[src/rtl/srl_fifo_pkg.sv]
// Shared helpers for the SRL-backed FIFO: occupancy counter width derivation.
package srl_fifo_pkg;

  function automatic int fifo_count_w(input int depth);
    return $clog2(depth + 1);
  endfunction

endpackage

[src/rtl/srl_fifo_if.sv]
// Producer/consumer handshake bundle for srl_fifo; master drives writes and read-acks.
interface srl_fifo_if #(
  parameter int WIDTH = 8,
  parameter int DEPTH = 16
);
  import srl_fifo_pkg::*;

  localparam int CW = fifo_count_w(DEPTH);

  logic [WIDTH-1:0] in_data;
  logic             in_valid;
  logic             in_ready;
  logic [WIDTH-1:0] out_data;
  logic             out_valid;
  logic             out_ready;
  logic [CW-1:0]    count;

  modport master (
    output in_data, in_valid, out_ready,
    input  in_ready, out_data, out_valid, count
  );

  modport slave (
    input  in_data, in_valid, out_ready,
    output in_ready, out_data, out_valid, count
  );

endinterface

[src/rtl/srl_fifo_tap_mem.sv]
// Shift-register storage with a dynamic read tap; no reset so it maps onto SRL primitives.
module srl_tap_mem #(
  parameter  int WIDTH = 8,
  parameter  int DEPTH = 16,
  localparam int AW    = $clog2(DEPTH)
) (
  input  logic             clk,
  input  logic             shift_en,
  input  logic [WIDTH-1:0] din,
  input  logic [AW-1:0]    addr,
  output logic [WIDTH-1:0] dout
);

  logic [WIDTH-1:0] mem [DEPTH];

  always_ff @(posedge clk) begin
    if (shift_en) begin
      mem[0] <= din;
      for (int k = 1; k < DEPTH; k++) begin
        mem[k] <= mem[k-1];
      end
    end
  end

  // Out-of-range addr only occurs when empty, where the output is don't-care.
  assign dout = mem[addr];

endmodule

[src/rtl/srl_fifo.sv]
// First-word-fall-through FIFO: occupancy counter and flags around a shift-register store.
module srl_fifo #(
  parameter int WIDTH = 8,
  parameter int DEPTH = 16
) (
  input logic        clk,
  input logic        rst,
  srl_fifo_if.slave  bus
);
  import srl_fifo_pkg::*;

  localparam int             CW   = fifo_count_w(DEPTH);
  localparam int             AW   = $clog2(DEPTH);
  localparam logic [CW-1:0]  FULL = CW'(DEPTH);

  logic [CW-1:0] count_q;
  logic [AW-1:0] addr;
  logic          push;
  logic          pop;

  assign bus.in_ready  = (count_q != FULL);
  assign bus.out_valid = (count_q != '0);
  assign bus.count     = count_q;

  assign push = bus.in_valid & bus.in_ready;
  assign pop  = bus.out_valid & bus.out_ready;

  // Newest word sits at mem[0], so the oldest is always count-1 entries deep.
  assign addr = AW'(count_q - CW'(1));

  always_ff @(posedge clk) begin
    if (rst) begin
      count_q <= '0;
    end else if (push && !pop) begin
      count_q <= count_q + CW'(1);
    end else if (pop && !push) begin
      count_q <= count_q - CW'(1);
    end
  end

  srl_tap_mem #(
    .WIDTH (WIDTH),
    .DEPTH (DEPTH)
  ) u_mem (
    .clk      (clk),
    .shift_en (push),
    .din      (bus.in_data),
    .addr     (addr),
    .dout     (bus.out_data)
  );

endmodule

[src/flat_wrapper.sv]
// flat-port wrapper written by rule: the top's interface ports become plain ports
module srl_fifo_flat import srl_fifo_pkg::*;
#(
  parameter int WIDTH = 8,
  parameter int DEPTH = 16
)
  (clk, rst, bus_in_data, bus_in_valid, bus_out_ready, bus_in_ready, bus_out_data, bus_out_valid, bus_count);
  srl_fifo_if #(.WIDTH(WIDTH), .DEPTH(DEPTH)) bus_i ();
  input logic clk;
  input logic rst;
  input wire logic [$bits(bus_i.in_data)-1:0] bus_in_data;
  input wire logic [$bits(bus_i.in_valid)-1:0] bus_in_valid;
  input wire logic [$bits(bus_i.out_ready)-1:0] bus_out_ready;
  output wire logic [$bits(bus_i.in_ready)-1:0] bus_in_ready;
  output wire logic [$bits(bus_i.out_data)-1:0] bus_out_data;
  output wire logic [$bits(bus_i.out_valid)-1:0] bus_out_valid;
  output wire logic [$bits(bus_i.count)-1:0] bus_count;
  assign bus_i.in_data = bus_in_data;
  assign bus_i.in_valid = bus_in_valid;
  assign bus_i.out_ready = bus_out_ready;
  assign bus_in_ready = bus_i.in_ready;
  assign bus_out_data = bus_i.out_data;
  assign bus_out_valid = bus_i.out_valid;
  assign bus_count = bus_i.count;
  srl_fifo #(.WIDTH(WIDTH), .DEPTH(DEPTH)) u_core (.clk(clk), .rst(rst), .bus(bus_i));
endmodule
[config.mk]
export PLATFORM = sky130hd
export DESIGN_NAME = srl_fifo_flat
export DESIGN_NICKNAME = d
export VERILOG_FILES = /design/src/rtl/srl_fifo_pkg.sv /design/src/rtl/srl_fifo_if.sv /design/src/rtl/srl_fifo_tap_mem.sv /design/src/rtl/srl_fifo.sv /design/src/flat_wrapper.sv
export SDC_FILE = /design/constraint.sdc
export NUM_CORES = 1
export LEC_CHECK = 0
export ABC_AREA = 1
export CAP_MARGIN = 20
export CORE_ASPECT_RATIO = 2
export CORE_MARGIN = 2
export CORE_UTILIZATION = 44
export CTS_CLUSTER_DIAMETER = 50
export DETAILED_ROUTE_END_ITERATION = 8
export HOLD_SLACK_MARGIN = 0.03
export PLACE_DENSITY = 0.68
export SYNTH_ARGS = -nofsm -noshare
export SYNTH_HDL_FRONTEND = slang
export SYNTH_SLANG_ARGS = --single-unit
[constraint.sdc]
create_clock -name clk -period 6.75 [get_ports clk]
set_input_delay 2.025 -clock clk [delete_from_list [all_inputs] [get_ports clk]]
set_output_delay 2.025 -clock clk [all_outputs]
set_load 0.005 [all_outputs]
==> flow_summary.rst, run 1 <==
.. list-table::
   :header-rows: 1

   * - Metric
     - Value
   * - Buffer levels on the longest clock path
     - 2
   * - Number of antenna violations at the first check in global routing
     - 0
   * - Setup Viol. Count Final
     - 0
   * - Final critical-path required period
     - just under 5000 ps
   * - Effective utilization at floorplan
     - 44.96%
   * - Number of global-route vias before repair
     - ~3600
   * - Setup Slack @ Placement
     - 2296 ps
   * - Number of standard cells after synthesis
     - ~570
   * - Layout filler cell count
     - around 1100
   * - Overall fraction of global-route tracks in use
     - ~16%
   * - Avg Inst Size Synth
     - approximately 10 um2
   * - Count of nets left with antenna violations after detail routing
     - 0
   * - Synth Cell Area
     - between 0.005 and 0.006 mm2
   * - Xor/xnor share of the synthesized area
     - less than 1%
   * - Tightest hold margin
     - about 450 ps
   * - Syn Nets
     - between 500 and 600
   * - Antenna cell count
     - 0
   * - WL final
     - 10630 um
   * - Pwr dens
     - between 500 and 600 mW/mm2
   * - Count of buffers added by post-CTS timing repair for setup
     - 0
   * - Maximum ir drop on the vdd rail
     - around 0.4 mV
   * - Result of the run
     - finished, final reports clean
   * - CTS root buffer
     - clkbuf_16
   * - Iteration-0 DRC Markers
     - approximately 390
   * - Final worst path period share
     - 71.89%
   * - RSZ-0062 raised after global routing
     - false
   * - Standard-cell row count
     - between 50 and 60
   * - Worst endpoint data arrival time
     - 2830 ps
   * - Routability cong.
     - 0.8124
   * - Post-DP HPWL
     - between 6000 and 7000 um
   * - Post-cts resize count
     - 0
   * - Worst setup path category
     - reg -> out
   * - Multiplexer area fraction after synthesis
     - 0%
   * - Multi-input logic area
     - roughly 0.0013 mm2
   * - CTS sink cnt
     - ~130
   * - Distinct cell type count after synthesis
     - 21
   * - Detailed-route wire length per cell
     - roughly 14 um
   * - Clock slew seen by the registers of the worst setup and hold paths
     - ~50 ps
   * - Adder and majority cell fraction of the synthesized area
     - 0.6463%
   * - Worst Setup Start Kind
     - flop
   * - Maximum number of pins on one net before global-route repair
     - 86
   * - Share of layout cells above drive strength 1
     - a little over a tenth
   * - Number of warnings printed during yosys synthesis
     - 0
   * - R2r worst-path depth
     - 7
   * - Number of clock buffers inserted by TritonCTS
     - 17
   * - First-pass GRT wire length
     - 17850 um
   * - Worst-Margin Slew
     - 970.2 ps
   * - Path category of the worst min-delay check
     - reg -> reg
   * - Congestion Overflow GR
     - 0
   * - Post-CTS Hold Fix Bufs
     - 0
   * - Seq cells post-synth
     - 133
   * - Instance count along the most critical hold path
     - 0
   * - Drt drc
     - 0
   * - TritonCTS clock tree
     - done
   * - Fraction of the mapped netlist area in compound gates
     - 0.7755%
   * - Main combinational cell family by area after synthesis
     - simple AND/OR/NAND/NOR gates
   * - Leakage
     - just under 3 nW
   * - Required time worst endpoint
     - 4720 ps
   * - Setup ws final
     - around 1900 ps
   * - Sum of negative setup slack
     - 0 ps
   * - # Max-Cap Violations
     - 0
   * - Register area
     - between 0.003 and 0.004 mm2
   * - Final count of hold timing violations
     - 0
   * - Maximum fanout count along the critical path
     - 16
   * - Post-synthesis simple-gate area fraction
     - a little over a fifth
   * - H-Tree Depth
     - 4
   * - Via Count
     - around 3800
   * - Total Nets Final
     - between 600 and 700
   * - Die width
     - roughly 85 um
   * - Sequential cell area fraction in the yosys report
     - between 60 and 70%
   * - Clock insertion delay at the later pin of the skew report
     - between 400 and 500 ps
   * - Crit path capture type
     - output pin
   * - Post-synthesis to final-layout area growth
     - 16.70%
   * - Detailed-route vias per instance
     - between 4 and 5
   * - Number of max-slew violations in the final report
     - 0
   * - Die Span Y
     - around 170 um
   * - I/O Buffers
     - 26
   * - Highest attainable clock frequency
     - approximately 210 MHz
   * - Top-level I/O count
     - 27
   * - Die Outline Area
     - roughly 0.014 mm2
   * - Max-slew headroom
     - a little over a third
   * - Worst Clk Skew
     - 7.557 ps
   * - DRT Pass-1 Iters
     - 4
   * - Core outline area
     - approximately 0.013 mm2
kinds of logic (layout without fill, tap and decap cells):
family	after synthesis	after routing
DFF	133	133
adders and majority gates	3	3
AOI/OAI and AO/OA	9	9
and+or+nand+nor	290	290
xor gates and xnor gates	3	3
buffers and inverters	130	168
power breakdown:
part           internal, mW  switching [mW]  leakage (nW)
Sequential             1.13           0.100          1.29
Clock                 0.571           0.324         0.269
Combinational         0.553           0.857          1.38
Total                  2.25            1.28          2.93
through the flow:
stage               std cells  instance area [um2]  utilization, %  power [mW]
global placement          726                 6180           47.84       2.627
finish                    758                 6778           52.46       3.530
floorplan                 568                 5808               -       2.146
CTS                       757                 6750           52.25       3.569
detailed placement        726                 6180           47.84       2.662
global route              758                 6778           52.46       3.780
path summary, 6_finish.rpt:
path / end / slack [ps] / from
worst max register to register: u_core.u_mem.mem[3][0] / 4260 / u_core.bus.count[1]
worst min register to register: u_core.u_mem.mem[15][5] / 450 / u_core.u_mem.mem[14][5]
worst min-delay path: u_core.u_mem.mem[15][5] / 450 / u_core.u_mem.mem[14][5]
worst max-delay path: bus_out_data[6] / 1900 / u_core.bus.count[1]
Yosys cell counts (all sizes together):
master	number	area share (%)
xor2	1	0.28
inv	102	6.6
nand3	102	8.8
nor2	6	0.39
clkbuf	10	0.65
clkinv	4	0.34
o21ai	3	0.26
dfxtp	5	1.7
nand3b	1	0.13
a21oi	6	0.52
nand4	2	0.22
xnor2	2	0.43
edfxtp	128	66
ha	3	0.65
nand2	179	12
buf	14	1.3
flip-flops by register name (all words and copies together) (netlist names):
name and cells:
u_core.u_mem.mem 128, u_core.bus.count 5
worst max-delay path: stages, from the launching register on:
cell and delay [ps]:
dfxtp_1 390, inv_1 80, ha_1 290, xnor2_2 780, nand3_1 190, nand3_1 150, nand2_1 90, clkdlybuf4s50_1 450
final cells by class:
cell class / count / area share [%]
Clock inverter: 12 / 2.031
Clock buffer: 19 / 6.387
Inverter: 106 / 5.981
Timing Repair Buffer: 31 / 4.689
Tap cell: 152 / 2.806
Sequential cell: 133 / 58.21
Multi-Input combinational cell: 305 / 19.90
cell usage in the layout, fill, tap and decap left out, types with 4 or more instances in the layout:
master | Yosys | routed
a21oi_1 | 6 | 6
buf_4 | 0 | 4
clkbuf_16 | 0 | 17
clkdlybuf4s50_1 | 0 | 26
clkinv_1 | 0 | 4
clkinv_2 | 4 | 6
dfxtp_1 | 5 | 4
edfxtp_1 | 128 | 128
inv_1 | 76 | 75
inv_2 | 26 | 26
nand2_1 | 179 | 179
nand3_1 | 102 | 102
nor2_1 | 6 | 6
routing by layer:
metal  GRT usage, %  vias to the layer above  part of all wire, %
li1               -                     1887                    -
met1          20.35                     1802                   44
met2          25.75                       77                   52
met3          4.658                       10                  3.3
met4          6.763                        0                  1.4
met5              0                        -                    0
Power figures use the tool's default switching activity.
==> inputs of run 2 (changes only) <==
--- a/config.mk
+++ b/config.mk
@@ -13,7 +13,7 @@
 export CTS_CLUSTER_DIAMETER = 50
 export DETAILED_ROUTE_END_ITERATION = 8
 export HOLD_SLACK_MARGIN = 0.03
-export PLACE_DENSITY = 0.68
+export PLACE_DENSITY = 0.71
 export SYNTH_ARGS = -nofsm -noshare
 export SYNTH_HDL_FRONTEND = slang
 export SYNTH_SLANG_ARGS = --single-unit
==> constraint.sdc (replaced) <==
create_clock -name clk -period 3.9 [get_ports clk]
set_input_delay 1.17 -clock clk [delete_from_list [all_inputs] [get_ports clk]]
set_output_delay 1.17 -clock clk [all_outputs]
set_load 0.005 [all_outputs]
==> run 2 against run 1 <==
Cell count increased by 0.13%. Sequential power is 73% higher. Hold slack worse by 2.5 ps. Sequential share of layout area shrank 0.34 points. Setup slack got worse by 1700 ps. Final area increased by 0.59%. Clock power rose by 68%. Flip-flop and latch count unchanged. Largest cell class unchanged.
==> flow_summary.rst, run 2 (synthesized netlist as in run 1, its figures left out) <==
.. list-table::
   :header-rows: 1

   * - Metric
     - Value
   * - Sum of negative setup slack
     - 0 ps (unchanged)
   * - Setup ws final
     - 194.3 ps (-1703 ps)
   * - Worst-case hold path end point
     - u_core.u_mem.mem[3][6]
   * - Buffer levels on the longest clock path
     - 2 (unchanged)
   * - H-Tree Depth
     - 4 (unchanged)
   * - Pwr dens
     - 911.6 mW/mm2 (+75%)
   * - Routability cong.
     - 0.7856 (-3.3%)
   * - Maximum ir drop on the vdd rail
     - 0.4339 mV (+5.9%)
   * - WL final
     - 11190 um (+5.3%)
   * - Max-slew headroom
     - 48.19% (+13 points)
   * - Effective utilization at floorplan
     - 44.96% (unchanged)
   * - Crit path capture type
     - output pin
   * - Core outline area
     - 0.01292 mm2 (unchanged)
   * - Die width
     - 85.24 um (unchanged)
   * - Die Outline Area
     - 0.01419 mm2 (unchanged)
   * - Worst endpoint data arrival time
     - 2540 ps (-290 ps)
   * - R2R Path Start
     - u_core.bus.count[2]
   * - CP max-delay cell
     - clkdlybuf4s50_1
   * - Antenna cell count
     - 0 (unchanged)
   * - Worst-Margin Slew
     - 777.2 ps (-193.0 ps)
   * - CTS sink cnt
     - 133 (unchanged)
   * - Post-CTS Hold Fix Bufs
     - 0 (unchanged)
   * - Drt drc
     - 0 (unchanged)
   * - Final worst path period share
     - a little over nine tenths
   * - Highest attainable clock frequency
     - approximately 270 MHz
   * - Number of max-slew violations in the final report
     - 0 (unchanged)
   * - Number of antenna violations at the first check in global routing
     - 0 (unchanged)
   * - CTS root buffer
     - clkbuf_16
   * - DRT Pass-1 Iters
     - 5 (+1)
   * - Maximum number of pins on one net before global-route repair
     - 129 (+50%)
   * - Via Count
     - 3867 (+2.4%)
   * - Chain of cells forming the critical path
     - inv_2 -> buf_6 -> nand3_1 -> nand2_1 -> buf_4 -> nand3_1 -> nand2_1 -> clkdlybuf4s50_1
   * - Clock slew seen by the registers of the worst setup and hold paths
     - 60 ps (about the same)
   * - Required time worst endpoint
     - 2730 ps (-1990 ps)
   * - R2r worst-path depth
     - 5 (-2)
   * - Max FFs per register
     - 128 (unchanged)
   * - Top-level I/O count
     - 27 (unchanged)
   * - Buffering stage count on the worst path with inverters included
     - 4 (+2)
   * - Worst setup path category
     - reg -> out
   * - # Max-Cap Violations
     - 0 (unchanged)
   * - First-pass GRT wire length
     - 18620 um (+4.3%)
   * - Clock insertion delay at the later pin of the skew report
     - 420 ps (about the same)
   * - Post-synthesis to final-layout area growth
     - 17.38%
   * - Worst Clk Skew
     - 9.851 ps (+2.293 ps)
   * - Count of nets left with antenna violations after detail routing
     - 0 (unchanged)
   * - Share of layout cells above drive strength 1
     - 11.53% (+0.97 points)
   * - Most frequent standard cell in the layout excluding fill and tap cells
     - nand2_1
   * - Congestion Overflow GR
     - 0 (unchanged)
   * - Maximum fanout count along the critical path
     - 69 (+53)
   * - Worst Setup Start Kind
     - flop
   * - Setup slack on the worst flop-to-flop path
     - 1810 ps (-2450 ps)
   * - Final critical-path required period
     - 3706 ps
   * - Final count of hold timing violations
     - 0 (unchanged)
   * - Result of the run
     - finished, final reports clean
   * - Number of clock buffers inserted by TritonCTS
     - 17 (unchanged)
   * - TritonCTS clock tree
     - done
   * - Count of buffers added by post-CTS timing repair for setup
     - 0 (unchanged)
   * - Largest Register
     - u_core.u_mem.mem
   * - Number of global-route vias before repair
     - 3736 (+2.4%)
   * - Detailed-route vias per instance
     - 5.095 (+2.3%)
   * - Worst hold start
     - u_core.u_mem.mem[2][6]
   * - End of the worst register-to-register path
     - u_core.u_mem.mem[8][0]
   * - I/O Buffers
     - 26 (unchanged)
   * - Iteration-0 DRC Markers
     - 323 (-17%)
   * - RSZ-0062 raised after global routing
     - false
   * - Total Nets Final
     - 610 (+0.16%)
   * - Layout filler cell count
     - 1086 (-2.8%)
   * - Setup Viol. Count Final
     - 0 (unchanged)
   * - Overall fraction of global-route tracks in use
     - 16.62% (+0.51 points)
   * - Leakage
     - 2.941 nW (+0.24%)
   * - Highest-count cells in the layout ignoring fill and taps
     - 178 x nand2_1, 128 x edfxtp_1, 100 x nand3_1
   * - Post-DP HPWL
     - 6265 um (+2.9%)
   * - Standard-cell row count
     - 59 (unchanged)
   * - Post-layout total power
     - 6.215 mW (+76%)
   * - Instance count along the most critical hold path
     - 0 (unchanged)
   * - Delay-heaviest family, CP
     - buffers and inverters
   * - Largest stage delay on the critical path
     - 520 ps (-260 ps)
   * - Setup Slack @ Placement
     - 448.1 ps (-1848 ps)
   * - Path category of the worst min-delay check
     - reg -> reg
   * - Die Span Y
     - 166.5 um (unchanged)
   * - Detailed-route wire length per cell
     - 14.74 um (+5.1%)
==> run 2: worst reg2reg max path: stages (launching register included) <==
cell and delay, ps:
dfxtp_1 630, nor2_1 180, nand3_2 160, nand2_8 60, clkinvlp_4 90, buf_12 390
==> run 2: worst max-delay path by stage <==
stage / slack (ps) / start / end / depth (start not counted)
after floorplan: -220 / bus_in_valid / u_core.bus.count[3] / 9
after global placement: 510 / u_core.bus.count[0] / bus_out_data[7] / 9
after detailed placement: 450 / u_core.bus.count[0] / bus_out_data[7] / 8
after CTS: 3 / u_core.bus.count[0] / bus_out_data[7] / 8
after global routing: 5 / u_core.bus.count[0] / bus_out_data[2] / 8
final: 190 / u_core.bus.count[0] / bus_out_data[7] / 8
==> run 2: per-stage QoR <==
stage               instances  cell area, um2  util [%]  hold WS, ps
global route              759            6818     52.77        451.2
global placement          728            6247     48.36        431.4
CTS                       759            6797     52.61        443.6
detailed placement        728            6247     48.36        432.4
finish                    759            6818     52.77        444.8
floorplan                 568            5853         -        426.4
==> run 2: final cells by class <==
type	instances	area [um2]	share of cell area (%)
Sequential cell	133	3945	57.86
Clock inverter	10	108.9	1.597
Clock buffer	21	440.4	6.460
Inverter	106	409.1	6.001
Tap cell	152	190.2	2.789
Multi-Input combinational cell	305	1399	20.52
Timing Repair Buffer	32	325.3	4.772
==> run 2: where the power goes <==
group	switching, mW	total, mW	internal [mW]
clock	0.573	1.50	0.930
combinational	1.54	2.58	1.04
sequential	0.179	2.13	1.95
total	2.30	6.22	3.92
==> run 2: repair_timing <==
| item | in CTS | in global routing |
|---|---|---|
| setup endpoints to repair | 0 | 8 |
| resized for setup | 0 | 5 |
| endpoints found under the hold margin | 0 | 0 |
==> run 2: layer usage <==
| metal | up-vias | track usage (%) | share of wire [%] |
|---|---|---|---|
| met4 | 0 | 6.625 | 1.9 |
| met3 | 18 | 4.658 | 4.4 |
| met1 | 1859 | 21.79 | 43 |
| met5 | - | 0 | 0 |
| met2 | 101 | 26.02 | 51 |
| li1 | 1889 | - | - |
==> inputs of run 3 (changes only) <==
--- a/config.mk
+++ b/config.mk
@@ -9,11 +9,13 @@
 export CAP_MARGIN = 20
 export CORE_ASPECT_RATIO = 2
 export CORE_MARGIN = 2
-export CORE_UTILIZATION = 44
+export CORE_UTILIZATION = 57
 export CTS_CLUSTER_DIAMETER = 50
 export DETAILED_ROUTE_END_ITERATION = 8
+export DONT_BUFFER_PORTS = 1
 export HOLD_SLACK_MARGIN = 0.03
-export PLACE_DENSITY = 0.71
+export PLACE_DENSITY = 0.82
 export SYNTH_ARGS = -nofsm -noshare
 export SYNTH_HDL_FRONTEND = slang
+export SYNTH_HIERARCHICAL = 1
 export SYNTH_SLANG_ARGS = --single-unit
==> run 3 against run 2 <==
Critical path depth is the same. Sequential power shrank 3%. Non-clock buffer count shrank 25. Critical endpoint unchanged. Largest cell class unchanged. Flip-flop and latch count is the same. Fmax grew 0.94%.
==> flow_summary.rst, run 3 <==
.. list-table::
   :header-rows: 1

   * - Metric
     - Value
   * - Pwr dens
     - 869.0 mW/mm2 (-4.7%)
   * - Number of antenna violations at the first check in global routing
     - 0 (unchanged)
   * - R2R Path Start
     - u_core/bus.count[0]
   * - Setup Slack @ Placement
     - 681.1 ps (+233.0 ps)
   * - Drt drc
     - 0 (unchanged)
   * - Largest Register
     - u_core/u_mem/mem
   * - Max FFs per register
     - 128 (unchanged)
   * - Setup ws final
     - 229.0 ps (+34.68 ps)
   * - First-pass GRT wire length
     - 17770 um (-4.6%)
   * - I/O Buffers
     - 0 (-100%)
   * - Path category of the worst min-delay check
     - reg -> reg
   * - Final count of hold timing violations
     - 0 (unchanged)
   * - Clock insertion delay at the later pin of the skew report
     - 410 ps (about the same)
   * - CTS sink cnt
     - 133 (unchanged)
   * - End of the worst register-to-register path
     - u_core/bus.count[4]
   * - Syn Nets
     - 586 (+0.51%)
   * - # Max-Cap Violations
     - 0 (unchanged)
   * - Highest-count cells in the layout ignoring fill and taps
     - 176 x nand2_1, 128 x edfxtp_1, 107 x inv_1
   * - Die width
     - 75.69 um (-11%)
   * - Via Count
     - 3807 (-1.6%)
   * - Synth Cell Area
     - 0.005859 mm2 (+0.88%)
   * - DRT Pass-1 Iters
     - 5 (unchanged)
   * - Worst-Margin Slew
     - 678.9 ps (-98.26 ps)
   * - Final critical-path required period
     - 3671 ps (-34.68 ps)
   * - Number of max-slew violations in the final report
     - 0 (unchanged)
   * - Number of clock buffers inserted by TritonCTS
     - 17 (unchanged)
   * - Worst endpoint data arrival time
     - 2500 ps (-40 ps)
   * - H-Tree Depth
     - 4 (unchanged)
   * - WL final
     - 10620 um (-5.0%)
   * - Post-DP HPWL
     - 6193 um (-1.2%)
   * - Instance count along the most critical hold path
     - 0 (unchanged)
   * - Share of layout cells above drive strength 1
     - 7.850% (-3.7 points)
   * - Crit path capture type
     - output pin
   * - Worst Setup Start Kind
     - flop
   * - Cell type with the largest total area after synthesis
     - edfxtp_1
   * - Sum of negative setup slack
     - 0 ps (unchanged)
   * - Worst hold start
     - u_core/u_mem/mem[8][7]
   * - Final Core Density
     - 65.57% (+13 points)
   * - Buffer levels on the longest clock path
     - 2 (unchanged)
   * - Worst-case hold path end point
     - u_core/u_mem/mem[9][7]
   * - Required time worst endpoint
     - 2730 ps (about the same)
   * - Leakage
     - 2.939 nW (about the same)
   * - Number of standard cells after synthesis
     - 571 (+0.53%)
   * - Antenna cell count
     - 0 (unchanged)
   * - Fraction of synthesized cell area taken by the top area cell type
     - 65.60% (-0.58 points)
   * - Detailed-route vias per instance
     - 5.280 (+3.6%)
   * - Top cells by area, synth
     - edfxtp_1 66%, nand2_1 11%, nand3_1 8.9%, inv_1 7.0%, dfxtp_1 1.7%
   * - Most frequent standard cell in the layout excluding fill and tap cells
     - nand2_1
   * - Synth Flop Type
     - edfxtp_1
   * - Detailed-route wire length per cell
     - 14.74 um (about the same)
   * - Proportion of synthesized flip-flops having asynchronous set or reset
     - 0% (unchanged)
   * - Count of buffers added by post-CTS timing repair for setup
     - 0 (unchanged)
   * - Max-slew headroom
     - 54.74% (+6.6 points)
   * - Core outline area
     - 0.01008 mm2 (-22%)
   * - Post-CTS Hold Fix Bufs
     - 0 (unchanged)
   * - Distinct cell type count after synthesis
     - 21 (unchanged)
   * - Standard-cell row count
     - 52 (-12%)
   * - Worst setup path category
     - reg -> out
   * - Number of warnings printed during yosys synthesis
     - 6 (+6)
   * - Leading cell types by count after synthesis
     - 177 x nand2_1, 128 x edfxtp_1, 109 x inv_1, 104 x nand3_1, 12 x buf_2
   * - Seq cells post-synth
     - 133 (unchanged)
   * - Post-synthesis to final-layout area growth
     - 12.85%
   * - Setup slack on the worst flop-to-flop path
     - 1580 ps (-230 ps)
   * - Post-cts resize count
     - 0 (unchanged)
   * - Iteration-0 DRC Markers
     - 379 (+17%)
   * - R2r worst-path depth
     - 11 (+6)
   * - Sequential cell area fraction in the yosys report
     - 67.31% (-0.59 points)
   * - Setup Viol. Count Final
     - 0 (unchanged)
   * - Die Outline Area
     - 0.01116 mm2 (-21%)
   * - Die Span Y
     - 147.4 um (-11%)
   * - Effective utilization at floorplan
     - 58.10% (+13 points)
   * - EDFF count, synth
     - 128 (unchanged)
   * - Avg Inst Size Synth
     - 10.26 um2 (+0.35%)
   * - Final worst path period share
     - 94.13% (-0.89 points)
   * - CTS root buffer
     - clkbuf_16
   * - Worst Clk Skew
     - 8.349 ps (-1.502 ps)
   * - Result of the run
     - finished, final reports clean
   * - Cell with the most instances after synthesis
     - nand2_1
   * - Maximum number of pins on one net before global-route repair
     - 129 (unchanged)
   * - Highest attainable clock frequency
     - 272.4 MHz (+0.94%)
   * - Maximum fanout count along the critical path
     - 32 (-54%)
   * - TritonCTS clock tree
     - done
   * - Routability cong.
     - 0.8119 (+3.3%)
   * - Congestion Overflow GR
     - 0 (unchanged)
   * - Maximum ir drop on the vdd rail
     - 0.5842 mV (+35%)
   * - Overall fraction of global-route tracks in use
     - 20.99% (+4.4 points)
   * - RSZ-0062 raised after global routing
     - false
   * - Number of global-route vias before repair
     - 3723 (-0.35%)
   * - Clock slew seen by the registers of the worst setup and hold paths
     - 60 ps (about the same)
   * - Count of nets left with antenna violations after detail routing
     - 0 (unchanged)
   * - Top-level I/O count
     - 27 (unchanged)
   * - Total Nets Final
     - 588 (-3.6%)
-- run 3: worst max-delay path by stage --
stage,slack (ps),from,to,depth (start not counted)
floorplan,-200,bus_in_valid,u_core/bus.count[4],7
CTS,220,u_core/bus.count[0],bus_out_data[7],8
global placement,770,u_core/bus.count[0],bus_out_data[4],8
detailed placement,680,u_core/bus.count[0],bus_out_data[7],8
global route,50,u_core/bus.count[0],bus_out_data[7],8
finish,230,u_core/bus.count[0],bus_out_data[7],8
-- run 3: kinds of logic after synthesis --
| group | count (synthesis) | share of synthesized area (%) |
|---|---|---|
| flops | 133 | 67.31 |
| buf+inv | 135 | 10.06 |
| compound gates | 10 | 0.8540 |
| simple gates | 288 | 20.84 |
| xor+xnor | 2 | 0.2990 |
| fa+ha+maj | 3 | 0.6407 |
-- run 3: area by class of cell --
cell class	instances	area, um2
clock inverters	15	251.5
well taps	135	168.9
fillers	720	3472
clock buffers	17	425.4
repair buffers	7	65.06
inverters	111	420.4
multi-input cells	303	1338
flip-flops and latches	133	3944
-- run 3: through the flow --
stage	power [mW]	cell area, um2	hold slack (ps)	cells
2_1_floorplan	3.573	5874	426.4	571
3_3_place_gp	3.872	5936	431.8	689
3_5_place_dp	3.937	5936	433.1	689
4_1_cts	5.777	6613	449.1	721
5_1_grt	6.100	6613	453.4	721
6_report	5.746	6613	447.7	721
-- run 3: power breakdown --
group / internal, mW / total [mW] / switching, mW
Combinational: 0.574 / 1.87 / 1.29
Sequential: 1.91 / 2.06 / 0.148
Clock: 1.20 / 1.82 / 0.613
Total: 3.69 / 5.75 / 2.05
-- run 3: routing by layer --
layer  GRT usage (%)  share of wire, %  vias to the layer above  wire (um)
li1                -                 -                     1852          -
met1           29.07                43                     1789       4519
met2           30.65                50                      140       5296
met3           4.840               4.7                       26        503
met4           11.14               2.9                        0        304
met5               0                 0                        -          0
-- run 3: worst max-delay path, stage by stage (launching register included) --
cell,delay (ps)
dfxtp_1,460
inv_2,210
ha_1,370
inv_1,70
inv_2,450
nand3_1,170
nand3_1,120
nand3_1,100
nand2_1,130
